### src/rtl/hdmi_axi_rd_engine.sv
// Line-read request engine: splits one kick/read_addr/read_num request into 4KB-safe AXI4 INCR
// read bursts and streams returned beats into the pixel line FIFO. Optional macro: HDMI_AXI_RD_ERR_EN.
module hdmi_axi_rd_engine #(
    parameter int ADDR_WIDTH = 32,
    parameter int DATA_WIDTH = 32,
    parameter int NUM_WIDTH  = 16,
    parameter int MAX_BURST  = 16
) (
    input  logic                  clk,
    input  logic                  rst_n,
    input  logic                  kick,
    input  logic [ADDR_WIDTH-1:0] read_addr,
    input  logic [NUM_WIDTH-1:0]  read_num,
    output logic                  busy,
    output logic [ADDR_WIDTH-1:0] m_axi_araddr,
    output logic [7:0]            m_axi_arlen,
    output logic [2:0]            m_axi_arsize,
    output logic [1:0]            m_axi_arburst,
    output logic                  m_axi_arvalid,
    input  logic                  m_axi_arready,
    input  logic [DATA_WIDTH-1:0] m_axi_rdata,
    input  logic [1:0]            m_axi_rresp,
    input  logic                  m_axi_rlast,
    input  logic                  m_axi_rvalid,
    output logic                  m_axi_rready,
    output logic [DATA_WIDTH-1:0] fifo_din,
    output logic                  fifo_wr_en,
    input  logic                  fifo_full
`ifdef HDMI_AXI_RD_ERR_EN
    ,
    output logic                  rd_err,
    output logic [15:0]           rd_err_cnt
`endif
);

    localparam int BYTES      = DATA_WIDTH / 8;
    localparam int BYTE_SHIFT = $clog2(BYTES);
    localparam int CNT_W      = ((NUM_WIDTH > 13) ? NUM_WIDTH : 13) + 1;
    localparam logic [CNT_W-1:0]      MAX_BURST_C = CNT_W'(MAX_BURST);
    localparam logic [ADDR_WIDTH-1:0] ALIGN_MASK  = ~(ADDR_WIDTH'(BYTES - 1));

    typedef enum logic [1:0] {
        ST_IDLE = 2'd0,
        ST_AR   = 2'd1,
        ST_R    = 2'd2
    } state_t;

    state_t                state_q, state_d;
    logic [ADDR_WIDTH-1:0] addr_q, addr_d;
    logic [NUM_WIDTH-1:0]  remaining_q, remaining_d;
    logic                  busy_q, busy_d;
    logic [ADDR_WIDTH-1:0] araddr_q, araddr_d;
    logic [7:0]            arlen_q, arlen_d;
    logic                  arvalid_q, arvalid_d;
    logic [DATA_WIDTH-1:0] fifo_din_q, fifo_din_d;
    logic                  fifo_wr_en_q, fifo_wr_en_d;

    logic [CNT_W-1:0]      room_s;
    logic [CNT_W-1:0]      rem_s;
    logic [CNT_W-1:0]      beats_s;
    logic [8:0]            burst_beats_s;
    logic [ADDR_WIDTH-1:0] addr_step_s;
    logic                  rready_s;
    logic                  r_hs_s;

`ifdef HDMI_AXI_RD_ERR_EN
    logic                  rd_err_q, rd_err_d;
    logic [15:0]           rd_err_cnt_q, rd_err_cnt_d;
`else
    logic                  unused_rresp_s;
    assign unused_rresp_s = ^m_axi_rresp;
`endif

    assign rready_s = (state_q == ST_R) && !fifo_full;
    assign r_hs_s   = m_axi_rvalid && rready_s;

    // Burst sizing: limited by remaining beats, MAX_BURST and the distance to the next 4KB page.
    always_comb begin
        room_s        = CNT_W'((13'h1000 - {1'b0, addr_q[11:0]}) >> BYTE_SHIFT);
        rem_s         = CNT_W'(remaining_q);
        beats_s       = (rem_s < MAX_BURST_C) ? rem_s : MAX_BURST_C;
        beats_s       = (room_s < beats_s) ? room_s : beats_s;
        burst_beats_s = {1'b0, arlen_q} + 9'd1;
        addr_step_s   = ADDR_WIDTH'(burst_beats_s) << BYTE_SHIFT;
    end

    // Next-state and output logic of the request FSM.
    always_comb begin
        state_d      = state_q;
        addr_d       = addr_q;
        remaining_d  = remaining_q;
        busy_d       = busy_q;
        araddr_d     = araddr_q;
        arlen_d      = arlen_q;
        arvalid_d    = arvalid_q;
        fifo_din_d   = fifo_din_q;
        fifo_wr_en_d = 1'b0;
        case (state_q)
            ST_IDLE: begin
                if (kick) begin
                    addr_d      = read_addr & ALIGN_MASK;
                    remaining_d = read_num;
                    busy_d      = 1'b1;
                    state_d     = ST_AR;
                end else begin
                    busy_d = 1'b0;
                end
            end
            ST_AR: begin
                if (!arvalid_q) begin
                    // A zero-length request ends here without ever raising arvalid.
                    if (remaining_q == {NUM_WIDTH{1'b0}}) begin
                        busy_d  = 1'b0;
                        state_d = ST_IDLE;
                    end else begin
                        araddr_d  = addr_q;
                        arlen_d   = 8'(beats_s - CNT_W'(1));
                        arvalid_d = 1'b1;
                    end
                end else if (m_axi_arready) begin
                    arvalid_d   = 1'b0;
                    addr_d      = addr_q + addr_step_s;
                    remaining_d = remaining_q - NUM_WIDTH'(burst_beats_s);
                    state_d     = ST_R;
                end else begin
                    arvalid_d = 1'b1;
                end
            end
            ST_R: begin
                if (r_hs_s) begin
                    fifo_din_d   = m_axi_rdata;
                    fifo_wr_en_d = 1'b1;
                    if (m_axi_rlast) begin
                        if (remaining_q != {NUM_WIDTH{1'b0}}) begin
                            state_d = ST_AR;
                        end else begin
                            busy_d  = 1'b0;
                            state_d = ST_IDLE;
                        end
                    end else begin
                        state_d = ST_R;
                    end
                end else begin
                    state_d = ST_R;
                end
            end
            default: begin
                state_d   = ST_IDLE;
                busy_d    = 1'b0;
                arvalid_d = 1'b0;
            end
        endcase
    end

`ifdef HDMI_AXI_RD_ERR_EN
    // Sticky error flag and saturating count of non-OKAY beats.
    always_comb begin
        rd_err_d     = rd_err_q;
        rd_err_cnt_d = rd_err_cnt_q;
        if (r_hs_s && (m_axi_rresp != 2'b00)) begin
            rd_err_d     = 1'b1;
            rd_err_cnt_d = (rd_err_cnt_q != 16'hFFFF) ? (rd_err_cnt_q + 16'd1) : rd_err_cnt_q;
        end else begin
            rd_err_d     = rd_err_q;
        end
    end

    // Error state registers.
    always_ff @(posedge clk or negedge rst_n) begin
        if (!rst_n) begin
            rd_err_q     <= 1'b0;
            rd_err_cnt_q <= 16'd0;
        end else begin
            rd_err_q     <= rd_err_d;
            rd_err_cnt_q <= rd_err_cnt_d;
        end
    end

    assign rd_err     = rd_err_q;
    assign rd_err_cnt = rd_err_cnt_q;
`endif

    // FSM state and registered outputs.
    always_ff @(posedge clk or negedge rst_n) begin
        if (!rst_n) begin
            state_q      <= ST_IDLE;
            addr_q       <= {ADDR_WIDTH{1'b0}};
            remaining_q  <= {NUM_WIDTH{1'b0}};
            busy_q       <= 1'b0;
            araddr_q     <= {ADDR_WIDTH{1'b0}};
            arlen_q      <= 8'd0;
            arvalid_q    <= 1'b0;
            fifo_din_q   <= {DATA_WIDTH{1'b0}};
            fifo_wr_en_q <= 1'b0;
        end else begin
            state_q      <= state_d;
            addr_q       <= addr_d;
            remaining_q  <= remaining_d;
            busy_q       <= busy_d;
            araddr_q     <= araddr_d;
            arlen_q      <= arlen_d;
            arvalid_q    <= arvalid_d;
            fifo_din_q   <= fifo_din_d;
            fifo_wr_en_q <= fifo_wr_en_d;
        end
    end

    assign busy          = busy_q;
    assign m_axi_araddr  = araddr_q;
    assign m_axi_arlen   = arlen_q;
    assign m_axi_arsize  = 3'(BYTE_SHIFT);
    assign m_axi_arburst = 2'b01;
    assign m_axi_arvalid = arvalid_q;
    assign m_axi_rready  = rready_s;
    assign fifo_din      = fifo_din_q;
    assign fifo_wr_en    = fifo_wr_en_q;

endmodule

### config.mk
export PLATFORM = sky130hd
export DESIGN_NAME = hdmi_axi_rd_engine
export DESIGN_NICKNAME = d
export VERILOG_FILES = /design/src/rtl/hdmi_axi_rd_engine.sv
export SDC_FILE = /design/constraint.sdc
export NUM_CORES = 1
export LEC_CHECK = 0
export CAP_MARGIN = 10
export CORE_UTILIZATION = 51
export DETAILED_ROUTE_END_ITERATION = 10
export PLACE_DENSITY = 0.81
export SYNTH_ARGS = -nofsm -noshare
export SYNTH_HDL_FRONTEND = slang
export SYNTH_SLANG_ARGS = --single-unit
### constraint.sdc
create_clock -name clk -period 5 [get_ports clk]
set_clock_uncertainty 0.05 [all_clocks]
set_input_delay 1 -clock clk [delete_from_list [all_inputs] [get_ports clk]]
set_output_delay 1 -clock clk [all_outputs]
set_load 0.05 [all_outputs]
==> summary.md <==
| Metric | Value |
|---|---|
| Post-route minimum period | `4330 ps` |
| CTS tree | `built` |
| Die area | `~15000 um2` |
| Final hold violations | `0` |
| Pre-antenna DRT Iters | `5` |
| Clock Latency Late Sink | `420 ps` |
| H-tree levels | `4` |
| Slew headroom | `approximately 43%` |
| Worst IR drop on VDD | `roughly 0.46 mV` |
| Post-synth top area cell | `dfrtp_1` |
| Worst Tran Pin Value | `859 ps` |
| Type of the worst setup path | `reg2reg` |
| Initial Util | `52.4%` |
| Most frequently used flop master after synthesis | `dfrtp_1` |
| Most frequent cells in the layout | `157 x clkdlybuf4s50_1, 150 x nand2_1, 121 x dfrtp_1, 50 x a21oi_1, 47 x nor2_1` |
| Internal power | `4030 uW` |
| Total track usage | `26.7%` |
| Nets | `1083` |
| Syn Inst Count | `slightly above 800` |
| Gpl congestion | `around 0.93` |
| Detailed Place HPWL | `between 10000 and 15000 um` |
| Routed vias/inst | `5.79` |
| Postcts setup bufs | `0` |
| WHS | `424 ps` |
| LEAKAGE | `0.00409 uW` |
| Fin crit share | `86.7%` |
| Post-DR wirelength/cell | `16.2 um` |
| Cell variety after synth | `66` |
| Max FO, Critical Path | `10` |
| Top Ports | `170` |
| Ys async rst share | `100%` |
| Post-synth top area share | `41.7%` |
| YS warnings | `0` |
| Root Driver | `clkbuf_16` |
| RSZ-0062 raised after global routing | `no` |
| Mean Syn Cell Area | `8.89 um2` |
| Antenna violations before repair | `0` |
| Cts bufs inserted | `17` |
| Largest net degree at the start of global routing | `about 80` |
| Reg clk slew, reported paths | `~50 ps` |
| N_diodes | `0` |
| Die height | `121 um` |
| Fin cells | `1153` |
| Worst Setup End Kind | `flop` |
| Worst path arrival time | `4620 ps` |
| Fin Setup TNS | `0 ps` |
| Setup violations, final | `0` |
| Outcome | `finished clean` |
| Drt total wl | `18700 um` |
| Total of max-cap violations | `0` |
| DRC Markers | `0` |
| Share of layout cells above drive strength 1 | `8.74%` |
| PwrDens | `~830 nW/um2` |
| Initial DRC Count | `467` |
| Max Transition Viols Final | `0` |
| Placed instance count | `between 1k and 1.5k` |
| Clock Power Share | `15.4%` |
| Global-route wire length before repair | `30700 um` |
| EDFF count, synth | `0` |
| Hold Crit Class | `reg2reg` |
| Port Buffer Count | `158` |
| Row count | `43` |
| Sequential fraction of the synthesis area | `41.7%` |
| Commonest non-fill, non-tap cell in the layout | `clkdlybuf4s50_1` |
| Via count | `6676` |
| Sw frac | `48.9%` |
| Post-CTS sizing | `0` |
| Area Growth Syn to Fin | `30.8%` |
| Vias in the first global route | `6474` |
| Sequential share of power | `24.9%` |
| # hold bufs at CTS | `0` |
| Fillers | `1131` |
| Synth area leaders | `dfrtp_1 42%, nand2_1 7.7%, ha_1 5.5%` |
| Routed Antenna Nets | `0` |
| Congestion Overflow GR | `0` |
| Yosys reg bits | `about 120` |
| Psw | `3860 uW` |
| Upper clock frequency limit | `231 MHz` |
| Core area | `13900 um2` |
| Part of the power in combinational logic | `59.7%` |
| # clock sinks | `121` |
| Mapped cell area | `7270 um2` |
| Clock Path Buffers | `2` |
| Startpoint Class | `flop` |
| Crit path required time | `5290 ps` |
| Die W | `121 um` |
through the flow:
step | worst slack (ps) | util, % | power, uW | cell area, um2
after floorplan | 1100 | - | 5360 | 7310
after CTS | 676 | 68.5 | 7910 | 9510
after detailed placement | 696 | 64.3 | 6650 | 8920
final | 665 | 68.5 | 7890 | 9510
after global placement | 794 | 64.3 | 6540 | 8920
after global routing | 295 | 68.5 | 8460 | 9510
synthesized netlist by cell type (15+ instances only):
cell and count:
ha_1 32, a21oi_1 51, clkbuf_1 36, nand3_1 27, nor2_1 47, o21ai_0 43
inv_1 21, nand2_1 150, nor3_1 20, a31oi_1 15, and3_1 16, dfrtp_1 121
mux2_2 32
state kept, by name, summed over array words and instances, names as in the netlist:
register / flops
fifo_wr_en: 1
remaining_q: 16
busy: 1
addr_q: 30
m_axi_arvalid: 1
fifo_din: 32
m_axi_arlen: 8
state_q: 2
m_axi_araddr: 30
worst paths after layout:
kind                                      start                to  slack [ps]  cells after the start
worst min register to register  m_axi_araddr[4]   m_axi_araddr[4]         420                      2
min in group asynchronous                 rst_n  m_axi_araddr[22]         600                      1
worst max register to register  remaining_q[11]    m_axi_arlen[4]         670                     15
worst min-delay path            m_axi_araddr[4]   m_axi_araddr[4]         420                      2
max in group asynchronous                 rst_n    m_axi_arlen[1]        3290                      2
worst max-delay path            remaining_q[11]    m_axi_arlen[4]         670                     15
critical path, cell delays in order (launching register included):
cell and delay, ps:
dfrtp_1 420, or3_4 430, or4_1 490, nor2_2 330, nand2_1 100, ha_1 320
a2111oi_0 100, nor3_1 180, o211ai_1 140, o21ai_2 410, mux2i_1 300, ha_1 330
a21boi_0 270, xor2_1 170, mux2i_1 80, a21oi_1 140
kinds of logic after synthesis:
family | after synthesis | share of synthesized area (%)
buffers and inverters | 77 | 4.94
AOI/OAI and AO/OA | 199 | 17.7
muxes | 38 | 5.80
xor gates and xnor gates | 26 | 3.13
other | 2 | 0.103
DFF | 121 | 41.7
adders and majority gates | 34 | 6.06
and+or+nand+nor | 321 | 20.6
area by class of cell:
type | instances | area [um2] | area share [%]
multi-input cells | 631 | 3940 | 41.4
flip-flops and latches | 121 | 3030 | 31.9
repair buffers | 168 | 1650 | 17.4
clock buffers | 24 | 492 | 5.17
well taps | 180 | 225 | 2.37
clock inverters | 8 | 92.6 | 0.974
inverters | 21 | 78.8 | 0.829
power by group through the flow:
stage | sequential, uW | clock, uW | combinational [uW]
2_1_floorplan | 2790 | 0 | 2580
3_3_place_gp | 1950 | 0 | 4590
3_5_place_dp | 1970 | 0 | 4680
4_1_cts | 1960 | 1230 | 4720
5_1_grt | 2040 | 1280 | 5140
6_report | 1970 | 1210 | 4710
routing by layer:
layer / up-vias / wire [um] / GRT usage [%]
li1: 3195 / - / -
met5: - / 0 / 0
met2: 203 / 9280 / 43.9
met1: 3255 / 8020 / 34.1
met4: 0 / 272 / 9.49
met3: 23 / 1130 / 6.25
No activity file was read; power rests on OpenSTA's default activity.
